`config.mk`:
```
export PLATFORM = sky130hd
export DESIGN_NAME = uart_hex_cmd_parser
export DESIGN_NICKNAME = d
export VERILOG_FILES = /design/src/rtl/uart_cmd_pkg.sv /design/src/rtl/Char2Hex.sv /design/src/rtl/uart_reply_seq.sv /design/src/rtl/uart_hex_cmd_parser.sv
export SDC_FILE = /design/constraint.sdc
export NUM_CORES = 1
export LEC_CHECK = 0
export ABC_AREA = 1
export CORE_MARGIN = 2
export CORE_UTILIZATION = 43
export CTS_CLUSTER_DIAMETER = 200
export DETAILED_ROUTE_END_ITERATION = 6
export SLEW_MARGIN = 20
export SYNTH_ARGS = -nofsm -noshare
export SYNTH_HDL_FRONTEND = slang
export SYNTH_HIERARCHICAL = 1
export SYNTH_SLANG_ARGS = --single-unit
```
`constraint.sdc`:
```
create_clock -name clk -period 4 [get_ports clk]
set_input_delay 0.8 -clock clk [delete_from_list [all_inputs] [get_ports clk]]
set_output_delay 0.8 -clock clk [all_outputs]
set_load 0.02 [all_outputs]
```
`src/rtl/uart_cmd_pkg.sv`:
```
// Shared types, ASCII constants and helpers for the UART hex command parser.
// Optional echo feature is selected with the HEX_CMD_ECHO_EN macro in uart_hex_cmd_parser.
package uart_cmd_pkg;

  typedef enum logic [2:0] {
    ST_IDLE,
    ST_ADDR,
    ST_DATA,
    ST_EOL,
    ST_BUS,
    ST_REPLY,
    ST_DISCARD
  } state_e;

  typedef enum logic [1:0] {
    RPL_OK,
    RPL_READ,
    RPL_ERR,
    RPL_TMO
  } reply_e;

  localparam logic [7:0] CH_W    = 8'h57;
  localparam logic [7:0] CH_W_LC = 8'h77;
  localparam logic [7:0] CH_R    = 8'h52;
  localparam logic [7:0] CH_R_LC = 8'h72;
  localparam logic [7:0] CH_K    = 8'h4B;
  localparam logic [7:0] CH_QM   = 8'h3F;
  localparam logic [7:0] CH_BANG = 8'h21;
  localparam logic [7:0] CH_CR   = 8'h0D;
  localparam logic [7:0] CH_LF   = 8'h0A;

  // 0-15 to uppercase ASCII hex digit
  function automatic logic [7:0] nibble2char(input logic [3:0] n);
    return (n < 4'd10) ? (8'h30 + {4'h0, n}) : (8'h37 + {4'h0, n});
  endfunction

  // CR or LF terminates a command line
  function automatic logic is_eol(input logic [7:0] c);
    return (c == CH_CR) || (c == CH_LF);
  endfunction

endpackage

```
`src/rtl/Char2Hex.sv`:
```
// Combinational ASCII hex digit decoder ('0'-'9', 'A'-'F', 'a'-'f').
module Char2Hex (
  input  logic [7:0] charIn,
  output logic [3:0] hexOut,
  output logic       isHex
);

  // Map the character to its nibble value and flag valid digits
  always_comb begin
    hexOut = 4'h0;
    isHex  = 1'b0;
    if (charIn >= 8'h30 && charIn <= 8'h39) begin
      hexOut = 4'(charIn - 8'h30);
      isHex  = 1'b1;
    end else if (charIn >= 8'h41 && charIn <= 8'h46) begin
      hexOut = 4'(charIn - 8'h37);
      isHex  = 1'b1;
    end else if (charIn >= 8'h61 && charIn <= 8'h66) begin
      hexOut = 4'(charIn - 8'h57);
      isHex  = 1'b1;
    end
  end

endmodule

```
`src/rtl/uart_reply_seq.sv`:
```
// Up-to-3-byte transmit queue: owns txNewData/txData, the post-pulse hold-off
// on txDone and the single-byte echo path (used when HEX_CMD_ECHO_EN is defined).
module uart_reply_seq
  import uart_cmd_pkg::*;
(
  input  logic       clk,
  input  logic       rst,
  input  logic       load,
  input  logic [1:0] load_len,
  input  logic [7:0] load_b0,
  input  logic [7:0] load_b1,
  input  logic [7:0] load_b2,
  input  logic       echo,
  input  logic [7:0] echo_data,
  input  logic       txDone,
  output logic       txNewData,
  output logic [7:0] txData,
  output logic       busy_c
);

  logic [7:0] q0, q1, q2;
  logic [1:0] count;
  logic [1:0] hold;

  assign busy_c = (count != 2'd0);

  // Queue fill (only while empty) and paced hand-off to the transmitter
  always_ff @(posedge clk or posedge rst) begin
    if (rst) begin
      q0        <= 8'h00;
      q1        <= 8'h00;
      q2        <= 8'h00;
      count     <= 2'd0;
      hold      <= 2'd0;
      txNewData <= 1'b0;
      txData    <= 8'h00;
    end else begin
      txNewData <= 1'b0;
      if (hold != 2'd0) hold <= hold - 2'd1;
      if (load) begin
        q0    <= load_b0;
        q1    <= load_b1;
        q2    <= load_b2;
        count <= load_len;
      end else if (echo) begin
        q0    <= echo_data;
        count <= 2'd1;
      end else if (count != 2'd0 && txDone && hold == 2'd0) begin
        // done drops one cycle late, so ignore it for two cycles after a pulse
        txNewData <= 1'b1;
        txData    <= q0;
        q0        <= q1;
        q1        <= q2;
        count     <= count - 2'd1;
        hold      <= 2'd2;
      end
    end
  end

endmodule

```
`src/rtl/uart_hex_cmd_parser.sv`:
```
// ASCII hex command parser: "W<addr><data>EOL" writes, "R<addr>EOL" reads,
// replies K / hex byte / ? / ! followed by LF.
// Define HEX_CMD_ECHO_EN to echo every consumed byte before it is processed.
module uart_hex_cmd_parser
  import uart_cmd_pkg::*;
#(
  parameter int unsigned ADDR_NIBBLES = 4,
  parameter int unsigned BUS_TIMEOUT  = 255
) (
  input  logic                      clk,
  input  logic                      rst,
  input  logic                      rxReady,
  input  logic [7:0]                rxData,
  output logic                      rxRead,
  input  logic                      txDone,
  output logic                      txNewData,
  output logic [7:0]                txData,
  output logic [4*ADDR_NIBBLES-1:0] busAddr,
  output logic [7:0]                busWData,
  output logic                      busWrite,
  output logic                      busRead,
  input  logic [7:0]                busRData,
  input  logic                      busAck
);

  localparam int unsigned AW = 4 * ADDR_NIBBLES;
  localparam int unsigned NW = $clog2(ADDR_NIBBLES + 1);
  localparam int unsigned TW = $clog2(BUS_TIMEOUT + 1);

  state_e        state;
  reply_e        reply;
  logic          is_write;
  logic          reply_loaded;
  logic [NW-1:0] nib_cnt;
  logic [TW-1:0] tmo_cnt;
  logic [7:0]    rdata;
  logic [3:0]    nib;
  logic          nib_ok;
  logic          seq_busy_c;
  logic          consume_c;
  logic          echo_c;
  logic          load_c;
  logic [1:0]    load_len_c;
  logic [7:0]    b0_c, b1_c, b2_c;

  Char2Hex u_hex (
    .charIn (rxData),
    .hexOut (nib),
    .isHex  (nib_ok)
  );

  uart_reply_seq u_seq (
    .clk       (clk),
    .rst       (rst),
    .load      (load_c),
    .load_len  (load_len_c),
    .load_b0   (b0_c),
    .load_b1   (b1_c),
    .load_b2   (b2_c),
    .echo      (echo_c),
    .echo_data (rxData),
    .txDone    (txDone),
    .txNewData (txNewData),
    .txData    (txData),
    .busy_c    (seq_busy_c)
  );

  // Byte acceptance: parsing states only, never twice for the same byte
  always_comb begin
    consume_c = rxReady && !rxRead &&
                (state == ST_IDLE || state == ST_ADDR || state == ST_DATA ||
                 state == ST_EOL  || state == ST_DISCARD);
`ifdef HEX_CMD_ECHO_EN
    consume_c = consume_c && !seq_busy_c;
    echo_c    = consume_c;
`else
    echo_c    = 1'b0;
`endif
    load_c = (state == ST_REPLY) && !reply_loaded && !seq_busy_c;
  end

  // Reply byte selection
  always_comb begin
    load_len_c = 2'd2;
    b0_c       = CH_BANG;
    b1_c       = CH_LF;
    b2_c       = CH_LF;
    unique case (reply)
      RPL_OK:  b0_c = CH_K;
      RPL_ERR: b0_c = CH_QM;
      RPL_READ: begin
        load_len_c = 2'd3;
        b0_c       = nibble2char(rdata[7:4]);
        b1_c       = nibble2char(rdata[3:0]);
      end
      default: b0_c = CH_BANG;
    endcase
  end

  // Command FSM, bus handshake and timeout
  always_ff @(posedge clk or posedge rst) begin
    if (rst) begin
      state        <= ST_IDLE;
      reply        <= RPL_OK;
      rxRead       <= 1'b0;
      busAddr      <= '0;
      busWData     <= 8'h00;
      busWrite     <= 1'b0;
      busRead      <= 1'b0;
      is_write     <= 1'b0;
      reply_loaded <= 1'b0;
      nib_cnt      <= '0;
      tmo_cnt      <= '0;
      rdata        <= 8'h00;
    end else begin
      rxRead <= consume_c;
      unique case (state)
        ST_IDLE: if (consume_c) begin
          nib_cnt <= '0;
          if (rxData == CH_W || rxData == CH_W_LC) begin
            is_write <= 1'b1;
            state    <= ST_ADDR;
          end else if (rxData == CH_R || rxData == CH_R_LC) begin
            is_write <= 1'b0;
            state    <= ST_ADDR;
          end else if (!is_eol(rxData)) begin
            state <= ST_DISCARD;
          end
        end
        ST_ADDR, ST_DATA: if (consume_c) begin
          if (nib_ok) begin
            if (state == ST_ADDR) busAddr <= AW'({busAddr, nib});
            else                  busWData <= {busWData[3:0], nib};
            if ((state == ST_ADDR && nib_cnt == NW'(ADDR_NIBBLES - 1)) ||
                (state == ST_DATA && nib_cnt == NW'(1))) begin
              nib_cnt <= '0;
              state   <= (state == ST_ADDR && is_write) ? ST_DATA : ST_EOL;
            end else begin
              nib_cnt <= nib_cnt + NW'(1);
            end
          end else if (is_eol(rxData)) begin
            // a truncated line already ended; nothing left to discard
            reply <= RPL_ERR;
            state <= ST_REPLY;
          end else begin
            state <= ST_DISCARD;
          end
        end
        ST_EOL: if (consume_c) begin
          state <= is_eol(rxData) ? ST_BUS : ST_DISCARD;
        end
        ST_BUS: begin
          if (!busWrite && !busRead) begin
            busWrite <= is_write;
            busRead  <= !is_write;
            tmo_cnt  <= '0;
          end else if (busAck) begin
            busWrite <= 1'b0;
            busRead  <= 1'b0;
            rdata    <= busRData;
            reply    <= is_write ? RPL_OK : RPL_READ;
            state    <= ST_REPLY;
          end else if (tmo_cnt == TW'(BUS_TIMEOUT - 1)) begin
            busWrite <= 1'b0;
            busRead  <= 1'b0;
            tmo_cnt  <= '0;
            reply    <= RPL_TMO;
            state    <= ST_REPLY;
          end else begin
            tmo_cnt <= tmo_cnt + TW'(1);
          end
        end
        ST_REPLY: begin
          if (load_c) begin
            reply_loaded <= 1'b1;
          end else if (reply_loaded && !seq_busy_c) begin
            reply_loaded <= 1'b0;
            state        <= ST_IDLE;
          end
        end
        ST_DISCARD: if (consume_c && is_eol(rxData)) begin
          reply <= RPL_ERR;
          state <= ST_REPLY;
        end
        default: state <= ST_IDLE;
      endcase
    end
  end

endmodule

```
=== Yosys cells after proc, flatten, opt, wreduce, memory -nomap -nowiden ===
Cells that the tools add are included.

* Flip-flop bits (word level): 83
* Input port bits: 21
* Output and inout bits: 36
* Word-level logic and storage cells: 189

* Add/subtract/negate cells: 11
* $lt $le $gt $ge: 8
* Eq/ne operators: 31
* Mux-type cells: 65
* Bitwise gates (word level): 3
* Reduce and logical (&&, ||, !) cells: 52

{| class="wikitable"
|+ Operators with widths
! kind !! number
|-
| $mux 8 || 7
|-
| $mux 3 || 18
|-
| $eq 8x7->1 const B || 4
|-
| $add 6x4->7 const A || 4
|-
| $mux 2 || 14
|-
| $mux 7 || 3
|-
| $pmux 7 s3 || 1
|-
| $pmux 3 s6 || 1
|-
| $eq 8x4->1 const B || 2
|-
| $ge 8x7->1 const B || 2
|-
| $le 8x7->1 const B || 2
|-
| $mux 1 || 16
|-
| $ne 2x2->1 const B || 8
|-
| $logic_and 1x1->1 || 15
|-
| $mux 4 || 3
|-
| $reduce_and 4->1 || 3
|-
| $reduce_bool 2->1 || 6
|-
| $reduce_and 10->1 || 1
|-
| $eq 3x2->1 const B || 3
|-
| $eq 3x3->1 const B || 3
|-
| $add 8x1->8 const B || 1
|-
| $eq 8x8->1 const B || 1
|-
| $ge 8x6->1 const B || 1
|-
| $le 8x6->1 const B || 1
|-
| 23 further kinds || 50
|}

=== Logic depth before layout (Yosys ltp) ===
* Depth in word-level cells: 9
* Mapped depth: 14
* Mapped depth without buffers: 14

=== Hierarchy ===
Netlist, hierarchy kept.

{| class="wikitable"
|+ By module, submodules not included
! module !! instances !! cells each !! area each (um2) !! sequential area each (um2)
|-
| uart_hex_cmd_parser || 1 || 379 || 2981.6 || 1326.3
|-
| uart_reply_seq || 1 || 245 || 1859.3 || 925.9
|-
| Char2Hex || 1 || 38 || 192.7 || 0.0
|}

=== Worst setup path before layout ===
No wires, ideal clock.

* Path kind: input to register
* Start point: in rxData[0]
* End point: reg state[0]
* Library setup time: 0.117 ns
* Data arrival time: 1.920 ns
* Data required time: 3.883 ns
* Slack: 1.962 ns
* Stages: 12
* Buffers on the path: 0
* Path through: inv_1 > ha_1 > nand2_2 > nand3_1 > nand2_2 > nand2_2 > nand2_4 > nor2_1 > nor2_2 > nand3_1 > nand2_1 > nand2_1

* Longest elaborated chain between the ends: 8
* Elaborated cells on any way between the ends: 33
* Classes of those cells: order compare: 6; eq/ne: 9; mux: 10; reduce/logical: 8

{| class="wikitable"
|+ RTL lines
! element !! RTL line !! RTL
|-
| from (decl) || uart_hex_cmd_parser.sv:13 || <nowiki>input logic [7:0] rxData,</nowiki>
|-
| $ge 8x7->1 or $le 8x7->1 (tied branches) || Char2Hex.sv:18 || <nowiki>end else if (charIn >= 8'h61 && charIn <= 8'h66) begin</nowiki>
|-
| $logic_and 1x1->1 || Char2Hex.sv:18 ||
|-
| $mux 1 || Char2Hex.sv:18 ||
|-
| $mux 1 || Char2Hex.sv:15 || <nowiki>end else if (charIn >= 8'h41 && charIn <= 8'h46) begin</nowiki>
|-
| $mux 1 * || Char2Hex.sv:12 || <nowiki>if (charIn >= 8'h30 && charIn <= 8'h39) begin</nowiki>
|-
| via nib_ok || uart_hex_cmd_parser.sv:38 || <nowiki>logic nib_ok;</nowiki>
|-
| $mux 3 || uart_hex_cmd_parser.sv:131 || <nowiki>if (nib_ok) begin</nowiki>
|-
| $mux 3 || uart_hex_cmd_parser.sv:130 || <nowiki>ST_ADDR, ST_DATA: if (consume_c) begin</nowiki>
|-
| $pmux 3 s6 || uart_hex_cmd_parser.sv:117 || <nowiki>unique case (state)</nowiki>
|-
| to (signal assigned) || uart_hex_cmd_parser.sv:137 || <nowiki>state <= (state == ST_ADDR && is_write) ? ST_DATA : ST_EOL;</nowiki>
|-
| to (signal assigned) || uart_hex_cmd_parser.sv:150 || <nowiki>state <= is_eol(rxData) ? ST_BUS : ST_DISCARD;</nowiki>
|-
| to (decl) || uart_hex_cmd_parser.sv:30 || <nowiki>state_e state;</nowiki>
|}

Mark *: on every way through the listed nets, which the timed path passes. The rest lies on a longest branch. The select of a mux whose other input is x is not followed.
A chain may end at the register's enable or synchronous reset.

=== Worst setup path in the final report ===
* Start point: in rxData[0]
* End point: reg busAddr[6]

* Longest elaborated chain between the ends: 6
* Elaborated cells on any way between the ends: 13
* Classes of those cells: order compare: 6; mux: 3; reduce/logical: 4

{| class="wikitable"
|+ RTL lines
! element !! RTL line !! RTL
|-
| $ge 8x7->1 or $le 8x7->1 (tied branches) || Char2Hex.sv:18 ||
|-
| $logic_and 1x1->1 || Char2Hex.sv:18 ||
|-
| $mux 1 || Char2Hex.sv:18 ||
|-
| $mux 1 || Char2Hex.sv:15 ||
|-
| $mux 1 * || Char2Hex.sv:12 ||
|-
| via nib_ok || uart_hex_cmd_parser.sv:38 ||
|-
| $reduce_and 4->1 (no source line) * || -- ||
|-
| to (signal assigned) || uart_hex_cmd_parser.sv:132 || <nowiki>if (state == ST_ADDR) busAddr <= AW'({busAddr, nib});</nowiki>
|-
| to (decl) || uart_hex_cmd_parser.sv:18 || <nowiki>output logic [4*ADDR_NIBBLES-1:0] busAddr,</nowiki>
|}

Mark *: on every way through the listed nets, which the timed path passes. The rest lies on a longest branch.

==> flow_summary_export.csv <==
group,metric,value,unit
outcome,status,"finished clean",
floorplan,num_rows,39,
placed_design,place_area,5730,um^2
grt,grtUsageMet3,3.02,%
sta,tns,0,ps
placed_design,gp_congestion,0.944,
setup_path,arrival,2990,ps
floorplan,ioPinCount,57,
synthesis,synth_area_per_cell,7.60,um^2
grt,grt.busiest_layer,"met2",
floorplan,die_h,112,um
placed_design,io_buffers,56,
drt,dr.pass1.iters,5,
sta,final-hold-violation-count,0,
run,drv_cap,0,
clock_tree,clockRootBuffer,"clkbuf_16",
drt,wl_per_cell,12.0,um
clock_tree,numCtsBuffers,9,
sta,rsz0062_at_grt,"no",
floorplan,die_area,12600,um^2
final_layout,num-nets-final,761,
floorplan,initial_utilization,44.1,%
floorplan,die_w,112,um
sta,period_needed,2750,ps
final_layout,area_growth,19.4,%
power_and_ir_drop,power.leakage,3.12,nW
synthesis,synth_seq_cells,90,
synthesis,async_reset_ff_share,100,%
grt,grt_overflow_total,0,
grt,grtUsageTotal,17.9,%
floorplan,core-area,11400,um^2
final_layout,seq_area,2250,um^2
power_and_ir_drop,vdd_drop_max,0.297,mV
setup_path,crit_start,"rxData[0]",
synthesis,synth-seq-area-share,44.7,%
sta,relSlewSlack,54.0,%
clock_tree,hold_buffers,0,
sta,fmax,363,MHz
setup_path,crit_required,4230,ps
setup_path,critPathKind,"in -> reg",
final_layout,diodes,0,
synthesis,synth_edf_count,0,
synthesis,synth_warnings,6,
clock_tree,clkTransAtPathRegs,70,ps
clock_tree,cts_setup_buffers,0,
clock_tree,clock-sinks,90,
grt,grt_pass1_wl,18600,um
drt,wl,10500,um
drt,drt_iter0_drc,221,
placed_design,dp_hpwl,7930,um
clock_tree,clkLatencyLatePin,350,ps
clock_tree,h-tree-depth,3,
setup_path,worst_setup_path_end_kind,"register",
setup_path,crit_path_start_kind,"primary input",
power_and_ir_drop,power_density,631,nW/um^2
drt,ant_nets,0,
setup_path,r2r-start,"u_seq/count[0]",
synthesis,synth.distinct_cells,36,
sta,tightestPinTransition,688,ps
grt,met1_usage,24.7,%
clock_tree,cts-resized-gates,0,
hold_path,hold_path.class,"reg -> reg",
final_layout,multiInputGateArea,2340,um^2
setup_path,cp_max_fo,28,
synthesis,synth_ff_type,"dfrtp_1",
final_layout,final_layout_size_suffix_gt1_share,10.6,%
final_layout,final_cell_mix,"nand2_1 (238), dfrtp_1 (90), inv_1 (88), clkdlybuf4s50_1 (56)",
sta,setup_viol,0,
synthesis,synthCells,662,
clock_tree,ctsLongestPathBuffers,2,
clock_tree,tritoncts,"done",
sta,slew_violations,0,
final_layout,mostFrequentLayoutCell,"nand2_1",
final_layout,fill_cells,1105,
grt,antenna_found_initial,0,
drt,vias,4239,
grt,first_global_vias,4154,
sta,fin_crit_sh,68.9,%
grt,grt_max_degree,38,
hold_path,worstHoldStart,"u_seq/q2[0]",
sta,whs,468,ps
synthesis,syn_area,5030,um^2
drt,drc_errors,0,
drt,vias_per_cell,4.83,
grt,met2_usage,27.7,%
sta,clock_skew,9.21,ps
final_layout,postLayoutCellArea,6010,um^2
final timing paths:
kind	to	slack, ps	depth (start not counted)
worst min register to register	u_seq/q2[0]	470	2
max in group asynchronous	tmo_cnt[3]	2330	3
worst max register to register	u_seq/count[0]	1550	9
worst max-delay path	busAddr[6]	1250	10
worst min-delay path	u_seq/q2[0]	470	2
min in group asynchronous	busAddr[9]	920	2
synth_stat cells (all sizes together), types with 3 or more instances:
library cell  count  area share [%]
a21oi            17             2.0
inv              96             7.3
dfrtp            90              45
ha               11             2.7
xor2              3            0.52
nand2           249              19
nand4             7            0.99
buf              13             2.1
o21ai            50             6.1
nor2             56             4.9
nand3            54             6.2
mux2              4             1.2
cell families after synthesis:
group                    synth area share (%)
buffers and inverters                    9.55
flip-flops                               44.7
XOR/XNOR                                0.522
other                                   0.149
adder cells (fa/ha/maj)                  2.73
multiplexers                             1.19
AO/OA/AOI/OAI                            8.60
AND/OR/NAND/NOR                          32.5
metrics by stage:
stage / utilization [%] / worst slack [ps] / power (mW) / std cells
floorplan: - / 1910 / 2.54 / 672
finish: 52.7 / 1250 / 3.79 / 877
CTS: 52.7 / 1270 / 3.84 / 877
global route: 52.7 / 1050 / 4.12 / 877
detailed placement: 50.2 / 898 / 3.01 / 861
global placement: 50.2 / 1000 / 2.97 / 861
state kept, by name, indices dropped and copies added, names as in the netlist:
register and cells:
u_seq/q2 8, nib_cnt 3, busAddr 16, u_seq/count 2, rxRead 1, u_seq/hold 2, u_seq/txData 8, reply 2
u_seq/q1 8, u_seq/q0 8, state 3, reply_loaded 1, rdata 8, busRead 1, busWrite 1, tmo_cnt 8
busWData 8, is_write 1, u_seq/txNewData 1
metal layers:
layer	share of wire [%]	routed length (um)
met4	2.0	208
met5	0	0
met2	43	4550
met1	51	5310
met3	4.0	420
cell type report:
cell class                 instances  share of cell area (%)
multi-input combinational        472                    38.9
sequential                        90                    37.5
timing repair buffer              59                    9.70
inverter                          97                    6.22
clock buffer                      11                    4.04
tap                              143                    2.98
clock inverter                     5                   0.666
report_power, final:
part           internal [mW]  switching, mW
clock                  0.440          0.361
sequential              1.25          0.203
combinational          0.582          0.961
total                   2.27           1.52
critical path: stages:
cell and delay (ps):
clkdlybuf4s50_1 640, inv_1 130, ha_1 230, nand2_2 80
nor2_2 40, nand2_2 60, nand2_2 80, nand2_2 180
nand3b_4 340, mux2_4 410
No activity file was read; power rests on OpenSTA's default activity.
